$ cat config.mk
export PLATFORM = sky130hd
export DESIGN_NAME = fetch_redirect_ctrl
export DESIGN_NICKNAME = d
export VERILOG_FILES = /design/src/rtl/fetch_redirect_ctrl_pkg.sv /design/src/rtl/fetch_pc_reg.sv /design/src/rtl/fetch_redirect_ctrl.sv
export SDC_FILE = /design/constraint.sdc
export NUM_CORES = 1
export LEC_CHECK = 0
export BUFFER_PORTS_ARGS = -buffer_cell sky130_fd_sc_hd__buf_2
export CAP_MARGIN = 20
export CORE_MARGIN = 5
export CORE_UTILIZATION = 52
export DETAILED_ROUTE_END_ITERATION = 6
export PLACE_DENSITY_LB_ADDON = 0.25
export SKIP_LAST_GASP = 1
export SYNTH_ARGS = -nofsm -noshare
export SYNTH_HDL_FRONTEND = slang
export SYNTH_SLANG_ARGS = --single-unit
export TNS_END_PERCENT = 5
$ cat constraint.sdc
create_clock -name clk -period 3.1 [get_ports clk]
set_input_delay 0.155 -clock clk [delete_from_list [all_inputs] [get_ports clk]]
set_output_delay 0.155 -clock clk [all_outputs]
set_load 0.01 [all_outputs]
$ cat src/rtl/fetch_redirect_ctrl_pkg.sv
// Shared definitions for the fetch PC controller: widths, reset PC, NOP, FSM states.
package fetch_redirect_ctrl_pkg;

  localparam int unsigned XLEN_DEFAULT     = 32;
  localparam logic [31:0] RESET_PC_DEFAULT = 32'h0000_0000;
  localparam logic [31:0] NOP_INSTR        = 32'h0000_0013;

  typedef enum logic [1:0] {
    ST_IDLE    = 2'd0,
    ST_FETCH   = 2'd1,
    ST_DISCARD = 2'd2,
    ST_HOLD    = 2'd3
  } fetch_state_e;

endpackage

$ cat src/rtl/fetch_pc_reg.sv
// Architectural fetch PC: increment/redirect mux plus target alignment check.
// MISALIGN_TRAP_EN keeps misaligned targets and flags them; otherwise targets are aligned down.
module fetch_pc_reg
  import fetch_redirect_ctrl_pkg::*;
#(
  parameter int unsigned      XLEN     = XLEN_DEFAULT,
  parameter logic [XLEN-1:0]  RESET_PC = XLEN'(RESET_PC_DEFAULT)
) (
  input  logic            clk,
  input  logic            rst_n,
  input  logic            redirect_i,
  input  logic [XLEN-1:0] target_i,
  input  logic            incr_i,
  output logic [XLEN-1:0] pc_o,
  output logic            misalign_o
);

  logic [XLEN-1:0] pc_q;
  logic [XLEN-1:0] pc_d;
  logic [XLEN-1:0] target_eff;

  always_comb begin
`ifdef MISALIGN_TRAP_EN
    misalign_o = |target_i[1:0];
    target_eff = target_i;
`else
    misalign_o = 1'b0;
    target_eff = target_i & ~XLEN'(3);
`endif
    pc_d = pc_q;
    if (redirect_i) begin
      pc_d = target_eff;
    end else if (incr_i) begin
      pc_d = pc_q + XLEN'(4);
    end
  end

  always_ff @(posedge clk or negedge rst_n) begin
    if (!rst_n) begin
      pc_q <= RESET_PC;
    end else begin
      pc_q <= pc_d;
    end
  end

  assign pc_o = pc_q;

endmodule

$ cat src/rtl/fetch_redirect_ctrl.sv
// Fetch-side PC controller: one-outstanding imem fetch, IF/ID delivery, redirect flush.
// Optional MISALIGN_TRAP_EN raises trap_o on misaligned redirect targets.
module fetch_redirect_ctrl
  import fetch_redirect_ctrl_pkg::*;
#(
  parameter int unsigned      XLEN     = XLEN_DEFAULT,
  parameter logic [XLEN-1:0]  RESET_PC = XLEN'(RESET_PC_DEFAULT)
) (
  input  logic            clk,
  input  logic            rst_n,
  input  logic            stall_i,
  input  logic            ex_redirect_i,
  input  logic [XLEN-1:0] ex_target_i,
  output logic            imem_req_o,
  output logic [XLEN-1:0] imem_addr_o,
  input  logic            imem_ack_i,
  input  logic [31:0]     imem_rdata_i,
  output logic            if_valid_o,
  output logic [31:0]     if_instr_o,
  output logic [XLEN-1:0] if_pc_o,
  output logic            flush_o,
  output logic            trap_o
);

  fetch_state_e    state_q, state_d;
  logic            if_valid_q, if_valid_d;
  logic [31:0]     if_instr_q, if_instr_d;
  logic [XLEN-1:0] if_pc_q, if_pc_d;
  logic            flush_q, flush_d;
  logic            trap_q, trap_d;
  logic            park_q, park_d;
  logic            pc_incr;
  logic            misalign;
  logic [XLEN-1:0] pc;

  fetch_pc_reg #(
    .XLEN     (XLEN),
    .RESET_PC (RESET_PC)
  ) u_pc_reg (
    .clk        (clk),
    .rst_n      (rst_n),
    .redirect_i (ex_redirect_i),
    .target_i   (ex_target_i),
    .incr_i     (pc_incr),
    .pc_o       (pc),
    .misalign_o (misalign)
  );

  always_comb begin
    state_d    = state_q;
    if_valid_d = if_valid_q;
    if_instr_d = if_instr_q;
    if_pc_d    = if_pc_q;
    flush_d    = 1'b0;
    trap_d     = 1'b0;
    park_d     = park_q;
    pc_incr    = 1'b0;

    case (state_q)
      ST_IDLE: begin
        state_d = ST_FETCH;
      end
      ST_FETCH: begin
        if_valid_d = 1'b0;
        if (imem_ack_i) begin
          if_valid_d = 1'b1;
          if_instr_d = imem_rdata_i;
          if_pc_d    = pc;
          pc_incr    = 1'b1;
          if (stall_i) begin
            state_d = ST_HOLD;
          end
        end
      end
      ST_DISCARD: begin
        if (imem_ack_i) begin
          state_d = park_q ? ST_HOLD : ST_FETCH;
        end
      end
      ST_HOLD: begin
        if (!stall_i && !park_q) begin
          state_d    = ST_FETCH;
          if_valid_d = 1'b0;
        end
      end
      default: begin
        state_d = ST_IDLE;
      end
    endcase

    // Redirect overrides everything above; an ack in this same cycle is dropped,
    // while an unacked outstanding request must drain through DISCARD first.
    if (ex_redirect_i) begin
      flush_d    = 1'b1;
      trap_d     = misalign;
      park_d     = misalign;
      pc_incr    = 1'b0;
      if_valid_d = 1'b0;
      if_instr_d = if_instr_q;
      if_pc_d    = if_pc_q;
      if (((state_q == ST_FETCH) || (state_q == ST_DISCARD)) && !imem_ack_i) begin
        state_d = ST_DISCARD;
      end else begin
        state_d = misalign ? ST_HOLD : ST_FETCH;
      end
    end
  end

  always_ff @(posedge clk or negedge rst_n) begin
    if (!rst_n) begin
      state_q    <= ST_IDLE;
      if_valid_q <= 1'b0;
      if_instr_q <= NOP_INSTR;
      if_pc_q    <= '0;
      flush_q    <= 1'b0;
      trap_q     <= 1'b0;
      park_q     <= 1'b0;
    end else begin
      state_q    <= state_d;
      if_valid_q <= if_valid_d;
      if_instr_q <= if_instr_d;
      if_pc_q    <= if_pc_d;
      flush_q    <= flush_d;
      trap_q     <= trap_d;
      park_q     <= park_d;
    end
  end

  assign imem_req_o  = (state_q == ST_FETCH);
  assign imem_addr_o = pc;
  assign if_valid_o  = if_valid_q;
  assign if_instr_o  = if_instr_q;
  assign if_pc_o     = if_pc_q;
  assign flush_o     = flush_q;
  assign trap_o      = trap_q;

endmodule

* After elaboration in Yosys (flattened, before gate mapping)
Index checks and enable logic that the tools add are counted.
** Storage, ports and cells
- Register bits after elaboration :: 100
- Input port bits :: 69
- Output and inout bits :: 100
- Word-level logic and storage cells :: 41
** Cells by class
- Add/subtract/negate cells :: 1
- Eq/ne operators :: 7
- Multiplexer cells :: 16
- Bitwise gates (word level) :: 1
- Reduce and logical (&&, ||, !) cells :: 10
** Operators with widths (count)
- 32-bit two-way mux :: 2
- 32-bit by 3-bit adder with 32-bit output (second input constant) :: 1
- 2-bit two-way mux :: 6
- 3-bit inequality test (second input constant) :: 3
- 2-bit one-hot mux with 4 select lines :: 1
- 1-bit two-way mux :: 6
- 2-bit == test (second input constant) :: 2
- 4-bit AND reduction :: 1
- 3-bit by 2-bit inequality test with 1-bit output (second input constant) :: 1
- 3-bit AND reduction :: 1
- 3-bit nonzero test :: 1
- 2-bit by 1-bit == test with 1-bit output (second input constant) :: 1
- 1-bit logical NOT :: 2
- 2-bit logical NOT :: 1
- 1-bit one-hot mux with 2 select lines :: 1
- 2-bit AND reduction :: 1
- 2-bit nonzero test :: 1
- 1-bit logical AND :: 1
- 1-bit logical OR :: 1
- 1-bit NOT :: 1

* Longest topological paths before layout
Gate-level depths: netlist of run 1.
- Depth in word-level cells :: 5
- Gate-level depth with buffers :: 8
- Gate-level depth less buffers :: 6

* By module
From an unflattened synthesis of run 1, not the netlist that was laid out.
** Unflattened totals
- Cell total of the unflattened synthesis :: 495
- Area total of the unflattened synthesis :: 4540.6 um2
** Modules (own cells, without submodules)
- fetch_redirect_ctrl :: times used 1, cells an instance 302, area an instance 2803.9 um2, sequential area each 1755.4 um2
- fetch_pc_reg :: times used 1, cells an instance 193, area an instance 1736.7 um2, sequential area each 750.7 um2

* Worst setup path before layout of run 1
No wires, ideal clock.
- Path type :: reg2reg
- From :: register state_q[1]
- To :: register u_pc_reg.pc_q[29] (netlist: u_pc_reg.pc_o[29])
- Library setup time :: 82 ps
- Arrival time :: 2132 ps
- Required time :: 3018 ps
- Setup slack :: 887 ps
- Stages on the path, launching flop included :: 8
- Path buffers :: 1
- Period minus slack after synthesis :: 2213 ps
- Cells stage by stage :: dfrtp_1 inv_1 ha_1 buf_2 nand4_1 or4_1 or4_1 a31oi_1
** On the way
- Longest elaborated chain between the ends :: 4
** RTL lines
- start, declared :: line fetch_redirect_ctrl.sv:25 : fetch_state_e state_q, state_d;
- start signal, assigned :: line fetch_redirect_ctrl.sv:119 : state_q <= state_d;
- 2-bit by 1-bit == test with 1-bit output
- via imem_req_o :: line fetch_redirect_ctrl.sv:14 : output logic imem_req_o,
- 1-bit two-way mux :: line fetch_redirect_ctrl.sv:59 : case (state_q)
- 1-bit two-way mux :: line fetch_redirect_ctrl.sv:93 : if (ex_redirect_i) begin
- 2-bit nonzero test (no line)
- end signal, assigned :: line fetch_pc_reg.sv:42 : pc_q <= pc_d;
- end, declared :: line fetch_pc_reg.sv:18 : logic [XLEN-1:0] pc_q;
The timed path passes the listed nets, and every way through them passes these cells.
A chain may end at the register's enable or synchronous reset.

* Worst setup path in the final report of run 1
- From :: register state_q[1]
- To :: register u_pc_reg.pc_q[29] (netlist: u_pc_reg.pc_o[29])
** On the way
- Longest elaborated chain between the ends :: 4
** RTL lines (line)
- 2-bit by 1-bit == test with 1-bit output :: fetch_redirect_ctrl.sv:59
- 1-bit two-way mux :: fetch_redirect_ctrl.sv:59
- 1-bit two-way mux :: fetch_redirect_ctrl.sv:93
- 2-bit nonzero test (no line)
No other way between the ends.

==> flow_summary.toml, run 1 <==
[yosys]
ys_warn_count = 0
synth-async-reset-ratio_pct = 100
ys_seq_area_share_pct = 55.8
synth_compound_area_share_pct = 8.21
synth_adder_area_share_pct = 1.16
ys_ff_latch = 96
avgSynthCellArea_sq_um = 11.5
synthSimpleGateAreaFrac_pct = 13.9
synth_xor_area_share_pct = 2.44
synth_top_family_by_area = "multiplexers"
ys_types = 42
synth_edf_count = 0
muxShareOfSynthArea_pct = 14.8
synthFlopType = "dfrtp_1"
synth_cells = 375
netlist_area_sq_um = 4310

[routing]
vias = 3486
routedWlPerCell_um = 16.1
first_pass_iters = 4
drc = 0
drt_iter0_drc = 110
routed_via_density = 5.40
drt.antenna.violating_nets = 0
totalWireLength_mm = 10.4

[timing]
setup_slack_ns = 0.592
rsz0062_at_grt = "no"
finalHoldViolCount = 0
maxSlewViolCount = 0
fmax_mhz = 399
tns_ns = 0
worstMarginPinSlew_ns = 0.905
setup_violations = 0
period_share_pct = 80.9
clock_skew_ns = 0.0128
post-route-min-period_ns = 2.51
relSlewSlack_pct = 39.7

[clock_tree]
clk_pin_slew_ns = 0.08
htreeDepth = 3
cts_sinks = 96
cts_buffer_depth = 2
numCtsBuffers = 9
cts_tree = "done"
cts_root_buffer = "clkbuf_8"
cts_resized = 0
clk_latency_ns = 0.36

[global_route]
grt_pass1_vias = 3470
grt_max_degree = 85
grt_pass1_wl_mm = 17.0
antenna_found_initial = 0
grtUsageTotal_pct = 20.8
overflow = 0

[layout]
seq_area_sq_um = 2410
instances_no_fill = 645
nFillCells = 656
multi_input_area_sq_um = 1780
layout_commonest_cell = "buf_2"
nets = 608
synthToLayoutAreaGrowth_pct = 26.3
num_antenna_cells = 0
drive_above_1_share_pct = 46.3
mostFrequentLayoutCells = "160 x buf_2, 93 x dfrtp_1, 55 x mux2_2, 33 x nand2_1, 25 x o21ai_0"

[placed_design]
place_ws_ns = 0.614
io_buffer_count = 161
dpl.hpwl_mm = 7.55
gp_congestion = 0.884
placed_cells = 626

[floorplanning]
core-area_sq_um = 8130
start_util_pct = 53.0
ioPinCount = 169
die_h_um = 101
fp-row-count = 33
fp.dieArea_sq_um = 10200
die_w_um = 101

[power]
p_leak_nw = 2.55
max-vdd-ir-drop_v = 0.000430
p_per_area_nw_per_um2 = 794

[critical_path]
start_kind = "register"
crit_arrival_ns = 2.78
cp.required_ns = 3.37
critPathMaxFanout = 10
crit_path_end_kind = "register"
path_class = "reg -> reg"

[run_status]
run_status = "finished, final reports clean"

[hold_path]
min_path_type = "in -> reg"

[flow_run]
cap_violations = 0
==> critical path, cell delays in order (launching register included) <==
cell	delay [ns]
dfrtp_1	0.43
inv_1	0.07
ha_1	0.37
nand4_1	0.30
or4_1	0.62
or4_1	0.49
a31oi_1	0.16
==> stage by stage <==
step	utilization [%]	hold WS, ns	power (W)	cell area (sq um)
after floorplan	-	-0.141	0.00285	4330
after global placement	63.9	0.364	0.00348	5200
after detailed placement	63.9	0.368	0.00355	5200
after CTS	66.5	0.000757	0.00437	5410
after global routing	66.9	0.00485	0.00462	5450
final	66.9	0.0159	0.00432	5450
==> synthesized netlist by cell type (2+ instances only) <==
library cell	n	area [sq um]
a31oi_1	17	106
and3_1	2	12.5
buf_1	6	22.5
buf_2	2	10.0
buf_4	5	37.5
clkbuf_1	10	37.5
dfrtp_1	93	2330
dfstp_2	3	78.8
ha_1	4	50.1
inv_1	9	33.8
mux2_2	55	619
mux2i_1	2	20.0
nand2_1	33	124
nand3_1	11	55.1
nand3_2	2	20.0
nand4_1	10	62.6
nor2_1	20	75.1
nor3_1	5	25.0
nor4_1	6	37.5
o21ai_0	25	125
o31ai_1	9	67.6
o41ai_1	2	17.5
or2_2	3	18.8
or3_1	6	37.5
or4_1	7	52.6
or4b_1	2	20.0
xnor2_1	6	52.6
xor2_1	6	52.6
==> final cells by class <==
| class | count | share of cell area (%) |
|---|---|---|
| Clock buffer | 11 | 2.60 |
| Clock inverter | 5 | 1.06 |
| Tap cell | 105 | 2.41 |
| Timing Repair Buffer | 169 | 16.4 |
| Multi-Input combinational cell | 249 | 32.7 |
| Inverter | 10 | 0.689 |
| Sequential cell | 96 | 44.2 |
==> sequential cells by signal (all words and copies together), names as in the netlist <==
register,cells
if_valid_o,1
flush_o,1
u_pc_reg.pc_o,30
if_instr_o,32
if_pc_o,30
state_q,2
==> kinds of logic (layout without fill, tap and decap cells) <==
logic type                 after synthesis  in the layout
and+or+nand+nor                        113            113
DFF                                     96             96
AOI/OAI and AO/OA                       58             58
muxes                                   57             57
buffers and inverters                   34            195
xor gates and xnor gates                12             12
adders and majority gates                4              4
other                                    1              5
==> worst paths after layout <==
path                                  from                 to  slack [ns]  depth (start not counted)
min in group asynchronous            rst_n      if_instr_o[6]        0.16                          2
min                        ex_target_i[12]  u_pc_reg.pc_o[12]        0.02                          3
max reg2reg                     state_q[1]  u_pc_reg.pc_o[29]        0.59                          6
min reg2reg                    if_pc_o[14]        if_pc_o[14]        0.49                          2
max in group asynchronous            rst_n        if_pc_o[10]        2.19                          4
max                             state_q[1]  u_pc_reg.pc_o[29]        0.59                          6
==> routing by layer <==
metal | GRT usage [%] | routed length, um
met5 | 0 | 0
met2 | 34.2 | 5100
met4 | 6.03 | 112
met3 | 4.43 | 867
met1 | 28.0 | 4320
==> where the power goes <==
group | switching [W] | internal [W] | total (W)
Clock | 0.000420 | 0.000396 | 0.000815
Combinational | 0.000772 | 0.000754 | 0.00153
Sequential | 0.000259 | 0.00172 | 0.00198
Total | 0.00145 | 0.00287 | 0.00432
==> repair_timing <==
item | 4_1_cts | 5_1_grt
hold buffers | 1 | 1
hold endpoints to repair | 1 | 80
buffers inserted | 0 | 0
endpoints found under the setup margin | 0 | 0
(Power assumes the default switching activity.)
==> run 2, diff against run 1 <==
--- a/config.mk
+++ b/config.mk
@@ -8,7 +8,7 @@
 export BUFFER_PORTS_ARGS = -buffer_cell sky130_fd_sc_hd__buf_2
 export CAP_MARGIN = 20
 export CORE_MARGIN = 5
-export CORE_UTILIZATION = 52
+export CORE_UTILIZATION = 44
 export DETAILED_ROUTE_END_ITERATION = 6
 export PLACE_DENSITY_LB_ADDON = 0.25
 export SKIP_LAST_GASP = 1
==> constraint.sdc (replaced) <==
create_clock -name clk -period 2.02 [get_ports clk]
set_input_delay 0.101 -clock clk [delete_from_list [all_inputs] [get_ports clk]]
set_output_delay 0.101 -clock clk [all_outputs]
set_load 0.01 [all_outputs]
==> run 2 against run 1 <==
- die area grew 16%
- power grew 64%
- cell count increased by 18%
- via count up 9.9%
- largest power group unchanged
- final area up 17%
- sequential share of layout area shrank 6.3 points
- non-clock buffer count increased by 87
- first-iteration DRC count rose by 49%
- sequential power rose by 53%
- clock skew is 0.0016 ns lower
- clock-buffer cell count up 1
==> flow_summary.toml, run 2 (same netlist as run 1, synthesis figures left out) <==
[power]
p_clk_share_pct = 20.5
p_per_area_nw_per_um2 = 1120
p_seq_share_pct = 42.5
p_switching_w = 0.00235
internal_power_w = 0.00476
p_comb_share_pct = 37.0
p_leak_nw = 2.95
swShare_pct = 33.0
max-vdd-ir-drop_v = 0.000660

[critical_path]
r2r_end = "u_pc_reg.pc_o[31]"
crit_path_end_kind = "register"
start_kind = "register"
cpPeakStageDelay_ns = 0.80
cp.required_ns = 2.25
cp.depth = 4
timing.rr.start = "u_pc_reg.pc_o[11]"
critPathTopFamily = "simple AND/OR/NAND/NOR gates"
critPathBufInv = 0
path_cells = "nand3_2 > or4_2 > o41ai_1 > a31oi_1"
path_class = "reg -> reg"
critPathMaxFanout = 6
crit_arrival_ns = 2.21
rrSetupSlack_ns = 0.04
setup.worst_path.end = "u_pc_reg.pc_o[31]"
ff2ff_path_depth = 4
critPathSlowestCell = "or4_2"
critPathLaunch = "u_pc_reg.pc_o[11]"

[layout]
nFillCells = 742
finalCoreUtilization_pct = 65.6
largest_register_ffs = 32
nets = 697
mostFrequentLayoutCells = "160 x buf_2, 93 x dfrtp_1, 59 x dlygate4sd3_1, 55 x mux2_2, 35 x buf_4"
instances_no_fill = 762
layout_commonest_cell = "buf_2"
synthToLayoutAreaGrowth_pct = 47.3
drive_above_1_share_pct = 45.5
num_antenna_cells = 0

[global_route]
grt_pass1_wl_mm = 19.7
grt_pass1_vias = 3949
grt_max_degree = 53
overflow = 0
antenna_found_initial = 0
grtUsageTotal_pct = 21.2

[placed_design]
placed_cells = 685
io_buffer_count = 161
gp_congestion = 0.806
dpl.hpwl_mm = 8.39

[floorplanning]
start_util_pct = 44.5
core-area_sq_um = 9680
die_h_um = 109
fp-row-count = 36
ioPinCount = 169
die_w_um = 109
fp.dieArea_sq_um = 11900

[routing]
drt.antenna.violating_nets = 0
totalWireLength_mm = 12.2
routed_via_density = 5.03
vias = 3831
first_pass_iters = 4
drt_iter0_drc = 164
drc = 0
routedWlPerCell_um = 16.0

[clock_tree]
numCtsBuffers = 9
htreeDepth = 3
clk_pin_slew_ns = 0.10
cts_sinks = 96
cts_root_buffer = "clkbuf_8"
cts_tree = "done"
cts_buffer_depth = 2
clk_latency_ns = 0.37

[timing]
rsz0062_at_grt = "yes"
post-route-min-period_ns = 1.98
finalHoldViolCount = 0
fmax_mhz = 506
hold_ws_ns = 0.0161
maxSlewViolCount = 0
clock_skew_ns = 0.0112
setup_violations = 0
period_share_pct = 97.8

[run_status]
run_status = "finished, final reports clean"

[hold_path]
min_path_type = "in -> reg"

[flow_run]
cap_violations = 0
==> run 2: cell types whose count changed in the layout (fill, tap and decap cells not counted), moves of 2 or more <==
cell and delta:
buf_4 +29, clkinv_2 -2, buf_12 +2, dlygate4sd3_1 +57
or4_2 +2, clkinv_4 -2
==> run 2: layout make-up <==
type	instances	area [sq um]	share of cell area, %
clock buffers	12	155	2.44
clock inverters	4	76.3	1.20
inverters	10	37.5	0.591
multi-input cells	251	1820	28.6
flip-flops and latches	96	2410	37.9
well taps	133	166	2.62
repair buffers	256	1690	26.7
==> run 2: how the worst min path moves through the flow <==
stage                              endpoint  depth (start not counted)             from  slack, ns
after floorplan                     flush_o                          0            rst_n      -0.19
after global placement    u_pc_reg.pc_o[26]                          1            rst_n       0.08
after detailed placement        if_pc_o[27]                          1            rst_n       0.08
after CTS                 u_pc_reg.pc_o[27]                          3  ex_target_i[27]      0.003
after global routing      u_pc_reg.pc_o[24]                          3  ex_target_i[24]       0.02
final                     u_pc_reg.pc_o[30]                          3  ex_target_i[30]       0.02
==> run 2: routing by layer <==
metal | track usage, % | wire length (um) | vias to the layer above
met4 | 7.03 | 167 | 0
met2 | 36.7 | 6140 | 143
met1 | 26.5 | 5050 | 1829
met3 | 4.26 | 864 | 14
li1 | - | - | 1845
met5 | 0 | 0 | -
==> run 2: tightest hold or removal path, cell delays in order <==
cell and delay [ns]:
buf_2 0.08, nor2_1 0.04, a31oi_1 0.12
==> run 2: per-stage QoR <==
| step | setup TNS [ns] | setup WS (ns) | total power (W) | cell area, sq um |
|---|---|---|---|---|
| 5_1_grt | -0.447 | -0.0709 | 0.00757 | 6350 |
| 3_3_place_gp | 0 | 0.0955 | 0.00550 | 5510 |
| 2_1_floorplan | -0.107 | -0.0608 | 0.00440 | 4350 |
| 4_1_cts | 0 | 0.0229 | 0.00716 | 6330 |
| 3_5_place_dp | 0 | 0.0570 | 0.00561 | 5510 |
| 6_report | 0 | 0.0435 | 0.00710 | 6350 |
==> run 2: power groups by stage <==
stage | sequential [W] | combinational (W) | clock, W
after floorplan | 0.00341 | 0.000994 | 0
after global placement | 0.00300 | 0.00251 | 0
after detailed placement | 0.00305 | 0.00256 | 0
after CTS | 0.00301 | 0.00265 | 0.00150
after global routing | 0.00312 | 0.00288 | 0.00158
final | 0.00302 | 0.00262 | 0.00146
==> run 2: what timing repair did <==
item	CTS	global route
setup buffers	0	0
hold endpoints to repair	89	0
gates resized for setup	0	1
endpoints found under the setup margin	0	7
hold buffers	59	0
==> run 3, diff against run 2 <==
--- a/config.mk
+++ b/config.mk
@@ -7,6 +7,7 @@
 export LEC_CHECK = 0
 export BUFFER_PORTS_ARGS = -buffer_cell sky130_fd_sc_hd__buf_2
 export CAP_MARGIN = 20
+export CORE_ASPECT_RATIO = 1.4
 export CORE_MARGIN = 5
 export CORE_UTILIZATION = 44
 export DETAILED_ROUTE_END_ITERATION = 6
==> run 3 against run 2 <==
- global-route usage is 0.67 points lower
- clock skew is 0.0063 ns lower
- sequential share of layout area is 0.26 points higher
- utilization is 0.74 points higher
- flip-flop and latch count stayed put
- register-to-register slack worse by 0.02 ns
- worst hold slack worse by 0.0041 ns
- clock power is 19% higher
- routed wire length is 3.5% lower
- sequential power hardly changed
- die area is 0.24% higher
- critical path depth is 4 higher
- critical path type unchanged
- largest cell class unchanged
- largest power group unchanged
==> flow_summary.toml, run 3 (same netlist as run 1, synthesis figures left out) <==
[routing]
drc = 0
first_pass_iters = 4
drt_iter0_drc = 123
vias = 3800
routedWlPerCell_um = 15.8
totalWireLength_mm = 11.8
routed_via_density = 5.07
drt.antenna.violating_nets = 0

[placed_design]
dpl.hpwl_mm = 8.48
gp_congestion = 0.772
place_ws_ns = -0.0412
io_buffer_count = 161

[power]
p_per_area_nw_per_um2 = 1170
max-vdd-ir-drop_v = 0.000680
p_seq_share_pct = 40.6
internal_power_w = 0.00503
p_clk_share_pct = 23.5
swShare_pct = 32.0
p_leak_nw = 2.94
p_comb_share_pct = 35.9
p_switching_w = 0.00237

[hold_path]
holdPathStages = 2
min_path_type = "in -> reg"

[floorplanning]
ioPinCount = 169
fp.dieArea_sq_um = 11900
start_util_pct = 45.3
die_w_um = 93.7
fp-row-count = 42
core-area_sq_um = 9510
die_h_um = 127

[critical_path]
path_class = "reg -> reg"
ff2ff_path_depth = 8
rrSetupSlack_ns = 0.02
cp.required_ns = 2.28
crit_arrival_ns = 2.26
crit_path_end_kind = "register"
critPathMaxFanout = 5
start_kind = "register"

[run_status]
run_status = "finished, final reports clean"

[clock_tree]
cts_buffer_depth = 2
cts_root_buffer = "clkbuf_16"
htreeDepth = 3
cts_tree = "done"
clk_latency_ns = 0.34
clk_pin_slew_ns = 0.07
numCtsBuffers = 9
cts_sinks = 96

[global_route]
grt_max_degree = 63
grt_pass1_wl_mm = 19.4
grtUsageTotal_pct = 20.5
grt_pass1_vias = 4019
overflow = 0
antenna_found_initial = 1

[timing]
post-route-min-period_ns = 2.00
finalHoldViolCount = 0
setup_violations = 0
maxSlewViolCount = 0
rsz0062_at_grt = "yes"
period_share_pct = 98.9
clock_skew_ns = 0.00499
setup_slack_ns = 0.0219
fmax_mhz = 500
hold_ws_ns = 0.0120

[layout]
largest_register_ffs = 32
layout_commonest_cell = "buf_2"
synthToLayoutAreaGrowth_pct = 46.3
mostFrequentLayoutCells = "160 x buf_2, 93 x dfrtp_1, 55 x mux2_2, 45 x dlygate4sd3_1, 37 x buf_4"
nets = 684
drive_above_1_share_pct = 46.8

[flow_run]
cap_violations = 0
run 3: per-stage QoR:
stage / TNS, ns / instances / power [W] / area (sq um) / util, %
detailed placement: -0.0668 / 684 / 0.00562 / 5520 / 58.0
global route: -0.241 / 749 / 0.00785 / 6310 / 66.3
floorplan: -0.107 / 379 / 0.00440 / 4350 / -
CTS: -0.0167 / 744 / 0.00742 / 6260 / 65.9
finish: 0 / 749 / 0.00740 / 6310 / 66.3
global placement: 0 / 684 / 0.00552 / 5520 / 58.0
run 3: layer usage:
metal / routed length (um) / track usage (%)
met4: 320 / 8.93
met3: 606 / 3.35
met1: 4570 / 23.8
met2: 6300 / 36.9
met5: 0 / 0
run 3: power groups by stage:
stage	Combinational [W]	Sequential, W	Clock (W)
floorplan	0.000994	0.00341	0
finish	0.00266	0.00301	0.00174
global route	0.00289	0.00310	0.00185
global placement	0.00252	0.00300	0
CTS	0.00265	0.00301	0.00176
detailed placement	0.00258	0.00304	0
run 3: what timing repair did:
item,CTS,global route
buffers inserted,0,3
pin swaps,0,3
hold buffers,44,1
endpoints found under the setup margin,3,8
gates resized for setup,1,2
hold endpoints to repair,74,1
run 3: critical path, cell delays in order, from the launching register on:
cell and delay [ns]:
dfrtp_1 0.39, inv_2 0.07, ha_4 0.12, buf_4 0.10, buf_4 0.13, nand3_2 0.13, or3_1 0.41, or4_1 0.40
a31oi_1 0.17
run 3: cell type report:
cell class	count	area, sq um
antenna	1	2.50
inverter	10	37.5
fill	756	3200
sequential	96	2410
clock inverter	3	40.0
timing repair buffer	245	1590
clock buffer	13	260
tap	132	165
multi-input combinational	249	1810
run 3: path summary, 6_finish.rpt:
check	startpoint	end
setup / recovery	state_q[1]	u_pc_reg.pc_o[24]
hold / removal	imem_rdata_i[15]	if_instr_o[15]
setup reg to reg	state_q[1]	u_pc_reg.pc_o[24]
hold reg to reg	if_pc_o[28]	if_pc_o[28]
max in group asynchronous	rst_n	u_pc_reg.pc_o[10]
min in group asynchronous	rst_n	if_instr_o[30]
